### src/rtl/program_loader.sv
// ============================================================================
//  Module   : program_loader
//  Function : Packs a little-endian byte stream (32-bit word count, then
//             that many words) into program memory at the text base, holding
//             the CPU in reset until the image has been written.
//  Revision : 1.0
// ============================================================================
`default_nettype none

module program_loader #(
    parameter int                NBits        = 32,
    parameter int                MEMORY_DEPTH = 512,
    parameter logic [NBits-1:0]  BASE_ADDR    = 32'h0040_0000
) (
    input  logic             clk,
    input  logic             reset,
    input  logic [7:0]       byte_data,
    input  logic             byte_valid,
    output logic             byte_ready,
    input  logic             restart,
    output logic             mem_we,
    output logic [NBits-1:0] mem_addr,
    output logic [NBits-1:0] mem_wdata,
    output logic             cpu_hold,
    output logic             done,
    output logic             error,
    output logic [NBits-1:0] words_loaded
);

    typedef enum logic [2:0] {
        S_HDR   = 3'd0,
        S_DATA  = 3'd1,
        S_WRITE = 3'd2,
        S_DONE  = 3'd3,
        S_ERR   = 3'd4
    } state_t;

    localparam logic [NBits-1:0] c_depth = NBits'(MEMORY_DEPTH);
    localparam logic [NBits-1:0] c_one   = {{(NBits-1){1'b0}}, 1'b1};
    localparam logic [NBits-1:0] c_zero  = '0;

    state_t           r_state;
    logic [1:0]       r_byte_cnt;
    logic [NBits-1:0] r_shift;
    logic [NBits-1:0] r_word_cnt;
    logic [NBits-1:0] r_words_loaded;
    logic             r_byte_ready;
    logic             r_mem_we;
    logic [NBits-1:0] r_mem_addr;
    logic [NBits-1:0] r_mem_wdata;
    logic             r_cpu_hold;
    logic             r_done;
    logic             r_error;

    logic             w_take;
    logic [NBits-1:0] w_shifted;
    logic [NBits-1:0] w_loaded_next;

    // Ready is forced low combinationally while reset is held.
    assign byte_ready    = r_byte_ready & reset;
    assign w_take        = byte_valid & byte_ready;
    assign w_shifted     = {byte_data, r_shift[NBits-1:8]};
    assign w_loaded_next = r_words_loaded + c_one;

    always_ff @(posedge clk) begin
        if (!reset) begin
            r_state        <= S_HDR;
            r_byte_cnt     <= 2'd0;
            r_shift        <= c_zero;
            r_word_cnt     <= c_zero;
            r_words_loaded <= c_zero;
            r_byte_ready   <= 1'b1;
            r_mem_we       <= 1'b0;
            r_mem_addr     <= BASE_ADDR;
            r_mem_wdata    <= c_zero;
            r_cpu_hold     <= 1'b1;
            r_done         <= 1'b0;
            r_error        <= 1'b0;
        end else begin
            case (r_state)
                S_HDR: begin
                    if (w_take) begin
                        r_byte_cnt <= r_byte_cnt + 2'd1;
                        r_shift    <= w_shifted;
                        if (r_byte_cnt == 2'd3) begin
                            r_word_cnt <= w_shifted;
                            if (w_shifted == c_zero) begin
                                r_state      <= S_DONE;
                                r_byte_ready <= 1'b0;
                                r_done       <= 1'b1;
                                r_cpu_hold   <= 1'b0;
                            end else if (w_shifted > c_depth) begin
                                r_state      <= S_ERR;
                                r_byte_ready <= 1'b0;
                                r_error      <= 1'b1;
                            end else begin
                                r_state <= S_DATA;
                            end
                        end
                    end
                end
                S_DATA: begin
                    if (w_take) begin
                        r_byte_cnt <= r_byte_cnt + 2'd1;
                        r_shift    <= w_shifted;
                        if (r_byte_cnt == 2'd3) begin
                            r_state      <= S_WRITE;
                            r_byte_ready <= 1'b0;
                            r_mem_we     <= 1'b1;
                            r_mem_addr   <= BASE_ADDR + {r_words_loaded[NBits-3:0], 2'b00};
                            r_mem_wdata  <= w_shifted;
                        end
                    end
                end
                S_WRITE: begin
                    r_mem_we       <= 1'b0;
                    r_words_loaded <= w_loaded_next;
                    if (w_loaded_next == r_word_cnt) begin
                        r_state    <= S_DONE;
                        r_done     <= 1'b1;
                        r_cpu_hold <= 1'b0;
                    end else begin
                        r_state      <= S_DATA;
                        r_byte_ready <= 1'b1;
                    end
                end
                S_DONE, S_ERR: begin
                    // Memory contents are left intact on a reload.
                    if (restart) begin
                        r_state        <= S_HDR;
                        r_byte_cnt     <= 2'd0;
                        r_words_loaded <= c_zero;
                        r_byte_ready   <= 1'b1;
                        r_mem_addr     <= BASE_ADDR;
                        r_cpu_hold     <= 1'b1;
                        r_done         <= 1'b0;
                        r_error        <= 1'b0;
                    end
                end
                default: begin
                    r_state <= S_HDR;
                end
            endcase
        end
    end

    assign mem_we       = r_mem_we;
    assign mem_addr     = r_mem_addr;
    assign mem_wdata    = r_mem_wdata;
    assign cpu_hold     = r_cpu_hold;
    assign done         = r_done;
    assign error        = r_error;
    assign words_loaded = r_words_loaded;

endmodule

`default_nettype wire

### config.mk
export PLATFORM = sky130hd
export DESIGN_NAME = program_loader
export DESIGN_NICKNAME = d
export VERILOG_FILES = /design/src/rtl/program_loader.sv
export SDC_FILE = /design/constraint.sdc
export NUM_CORES = 1
export LEC_CHECK = 0
export ABC_AREA = 0
export CELL_PAD_IN_SITES_DETAIL_PLACEMENT = 2
export CELL_PAD_IN_SITES_GLOBAL_PLACEMENT = 2
export CORE_UTILIZATION = 33
export DETAILED_ROUTE_END_ITERATION = 12
export PLACE_DENSITY_LB_ADDON = 0.1
export SETUP_SLACK_MARGIN = 0.05
export SLEW_MARGIN = 25
export SYNTH_ARGS = -nofsm -noshare
export SYNTH_HDL_FRONTEND = slang
export SYNTH_SLANG_ARGS = --single-unit
### constraint.sdc
create_clock -name clk -period 9.7 [get_ports clk]
set_clock_uncertainty 0.1 [all_clocks]
set_input_delay 1.455 -clock clk [delete_from_list [all_inputs] [get_ports clk]]
set_output_delay 1.455 -clock clk [all_outputs]
set_load 0.05 [all_outputs]
==> flow_summary.ini <==
[routing]
top_layer_used = met4
drt-initial-drc-count = 263
wire_per_inst_um = 18.8
vias = 7081
dr_wl_met3_um = 636
drt-total-wl_mm = 25.1
wl_met2_mm = 11.5
wl_met1_mm = 12.4
drcViolationCount = 24
dr.pass1.iters = 8
ant_nets = 0
vias_per_cell = 5.32

[clock_network]
htree_levels = 4
post_cts_resized = 0
clkSlewWorstSetupHoldPaths_ns = 0.07
cts-root-buf = clkbuf_16
cts-hold-fix-buffers = 0
tritoncts = yes
cts_setup_buffers = 0
cts_num_sinks = 160
cts_buffers = 17
clkLatencyLatePin_ns = 0.44
clock_path_buffers = 2

[worst_setup_path]
critPathCaptureType = output pin
cp.buffers_inverters = 2
crit_type = primary input to output pin
path_common_cell = clkdlybuf4s50_1
crit_chain = clkdlybuf4s50_1, and2_1, clkdlybuf4s50_1
start_kind = primary input
crit_cells = 3
crit_arrival_ns = 3.25
crit_family = buffers and inverters
r2r-start = words_loaded[0]
slowest_stage = clkdlybuf4s50_1
cp.required_ns = 8.15
crit_fanout = 8
slowest_delay_ns = 0.82
rr_worst_depth = 11
setup.worst_path.start = reset

[floorplanning]
fp.dieW_um = 152
start_util = 0.338
num_rows = 54
boundaryPins = 113
dieArea_mm2 = 0.0231
core_area_mm2 = 0.0220
die_h_um = 152

[synth]
synth_cells = 981
ys_seq_area_frac = 0.431
synth_top_family_by_area = simple AND/OR/NAND/NOR gates
synth_edf_count = 0
ys_ff_latch = 160
muxShareOfSynthArea = 0.00135
avgSynthCellArea_um2 = 7.57
yosys.area_share.simple = 0.278
synth_fa_ha_area_frac = 0.00505
synth-xor-area-share = 0.0672
netlist_area_mm2 = 0.00743
yosysUniqueCellTypes = 66
synthArstFlopShare = 0
yosys_warnings = 0
synth_compound_area_frac = 0.165
synth_ff_type = dfxtp_1

[layout]
syn2layout_area_growth_pct = 23.8
nets = 1053
n_antenna_cell = 0
final_common_cell = nand2_1
finish.utilization = 0.419
stdcell_count = 1330
layout_common_cells = nand2_1 (267), dfxtp_1 (160), a21oi_1 (147)
drive_above_1_share = 0.0619

[pwr]
p_total_uw = 1370
irDropWorstVdd_uv = 103
p_switching_uw = 345
seqPwrFrac = 0.482
p_per_area_mw_per_mm2 = 149
switching_share = 0.251
comb_power_share = 0.025
power.leakage_uw = 0.00303
internal_power_uw = 1030
power.share.clock = 0.493

[timing]
slew_violations = 0
tns_ns = 0
rsz0062_at_grt = false
final_hold_viol_count = 0
post-route-min-period_ns = 4.80
worst_hold_slack_ns = 0.352
fmax_mhz = 208
setup_viol = 0
relSlewSlack = 0.298
tightest_slew_ns = 1.05
post-route-period-util = 0.495

[global_routing]
grt_pass1_vias = 7284
grt_use_total = 0.221
grt_max_degree = 98
antenna_found_initial = 0
gr-total-overflow = 0
grt_pass1_wl_mm = 40.8

[place]
io_buffers = 110
post-place-cells = 1299
dp_hpwl_mm = 17.1
place.gp.congestion = 0.799

[hold_path]
hold_path.class = flop to flop
min_path_cells = 2
worstHoldStart = done

[job]
cap_violations = 0

[run_status]
failed_checks = DRC
outcome = complete, but fails checks
## power groups by stage
| stage | Sequential [uW] | Combinational, uW | Clock, uW |
|---|---|---|---|
| after floorplan | 677 | 21.2 | 0 |
| after global placement | 678 | 34.1 | 0 |
| after detailed placement | 678 | 34.6 | 0 |
| after CTS | 663 | 34.6 | 692 |
| after global routing | 663 | 37.2 | 720 |
| final | 663 | 34.3 | 677 |
## worst register-to-register path, stage by stage, from the launching register on
cell and delay, ns:
dfxtp_1 0.31, buf_4 0.21, ha_1 0.34, nand3_4 0.17, nor4_1 0.81, nand4_1 0.28
xnor2_1 0.23, nor4_1 0.37, nand4_1 0.21, nor4_2 0.44, o21ai_1 0.17, a21o_1 0.20
## per-layer routing
layer,GRT usage,up-vias
met4,0.0709,0
met3,0.0314,21
met2,0.359,116
met1,0.302,3495
met5,0,-
li1,-,3449
## cell type report
class | count | area (um2)
timing repair buffer | 120 | 1180
sequential | 160 | 3200
multi-input combinational | 733 | 3870
fill | 2547 | 12800
tap | 280 | 350
clock buffer | 17 | 425
inverter | 6 | 25.0
clock inverter | 14 | 145
## synth_stat cells (2+ instances only)
cell type | count | area [um2]
a21boi_0 | 2 | 15.0
a21oi_1 | 148 | 741
a311oi_1 | 11 | 96.3
a31oi_1 | 11 | 68.8
and2_1 | 4 | 25.0
and3_1 | 11 | 68.8
and4_1 | 3 | 26.3
buf_1 | 5 | 18.8
buf_2 | 5 | 25.0
buf_4 | 6 | 45.0
buf_6 | 2 | 22.5
clkbuf_1 | 63 | 236
dfxtp_1 | 160 | 3200
ha_1 | 3 | 37.5
inv_1 | 5 | 18.8
nand2_1 | 268 | 1010
nand2b_1 | 4 | 25.0
nand3_1 | 45 | 225
nand4_1 | 12 | 75.1
nor2_1 | 42 | 158
nor2b_1 | 2 | 12.5
nor3_1 | 23 | 115
nor3_4 | 2 | 32.5
nor4_1 | 12 | 75.1
o2111ai_1 | 2 | 17.5
o211a_1 | 3 | 30.0
o21a_1 | 2 | 15.0
o21ai_0 | 20 | 100
o221ai_1 | 2 | 17.5
o22ai_1 | 3 | 18.8
o31a_1 | 2 | 17.5
or2_2 | 3 | 18.8
or3_1 | 4 | 25.0
or3_2 | 2 | 15.0
or4_1 | 3 | 22.5
xnor2_1 | 34 | 298
xor2_1 | 23 | 201
## state kept, by name, summed over array words and instances, names as in the netlist
register      count
r_word_cnt       32
r_shift          24
mem_addr         30
cpu_hold          1
r_byte_ready      1
r_state           3
error             1
mem_we            1
mem_wdata        32
words_loaded     32
r_byte_cnt        2
done              1
## logic make-up (layout without fill, tap and decap cells)
kind of cell    Yosys count  in the layout
xor+xnor                 57             57
mux                       1              1
other cells               1              2
fa+ha+maj                 3              3
buf+inv                  89            157
flops                   160            160
simple gates            453            453
compound gates          217            217
## metrics by stage
step                area (um2)  setup WS (ns)
finish                    9200           4.90
global route              9200           4.83
CTS                       9200           4.88
detailed placement        8630           4.89
global placement          8610           4.92
floorplan                 7430           5.56
## path summary, 6_finish.rpt
check	end	slack, ns
worst min register to register	done	0.35
worst max register to register	cpu_hold	5.75
worst min-delay path	done	0.35
worst max-delay path	byte_ready	4.90
Note: power is estimated with default switching activity, not from simulation.
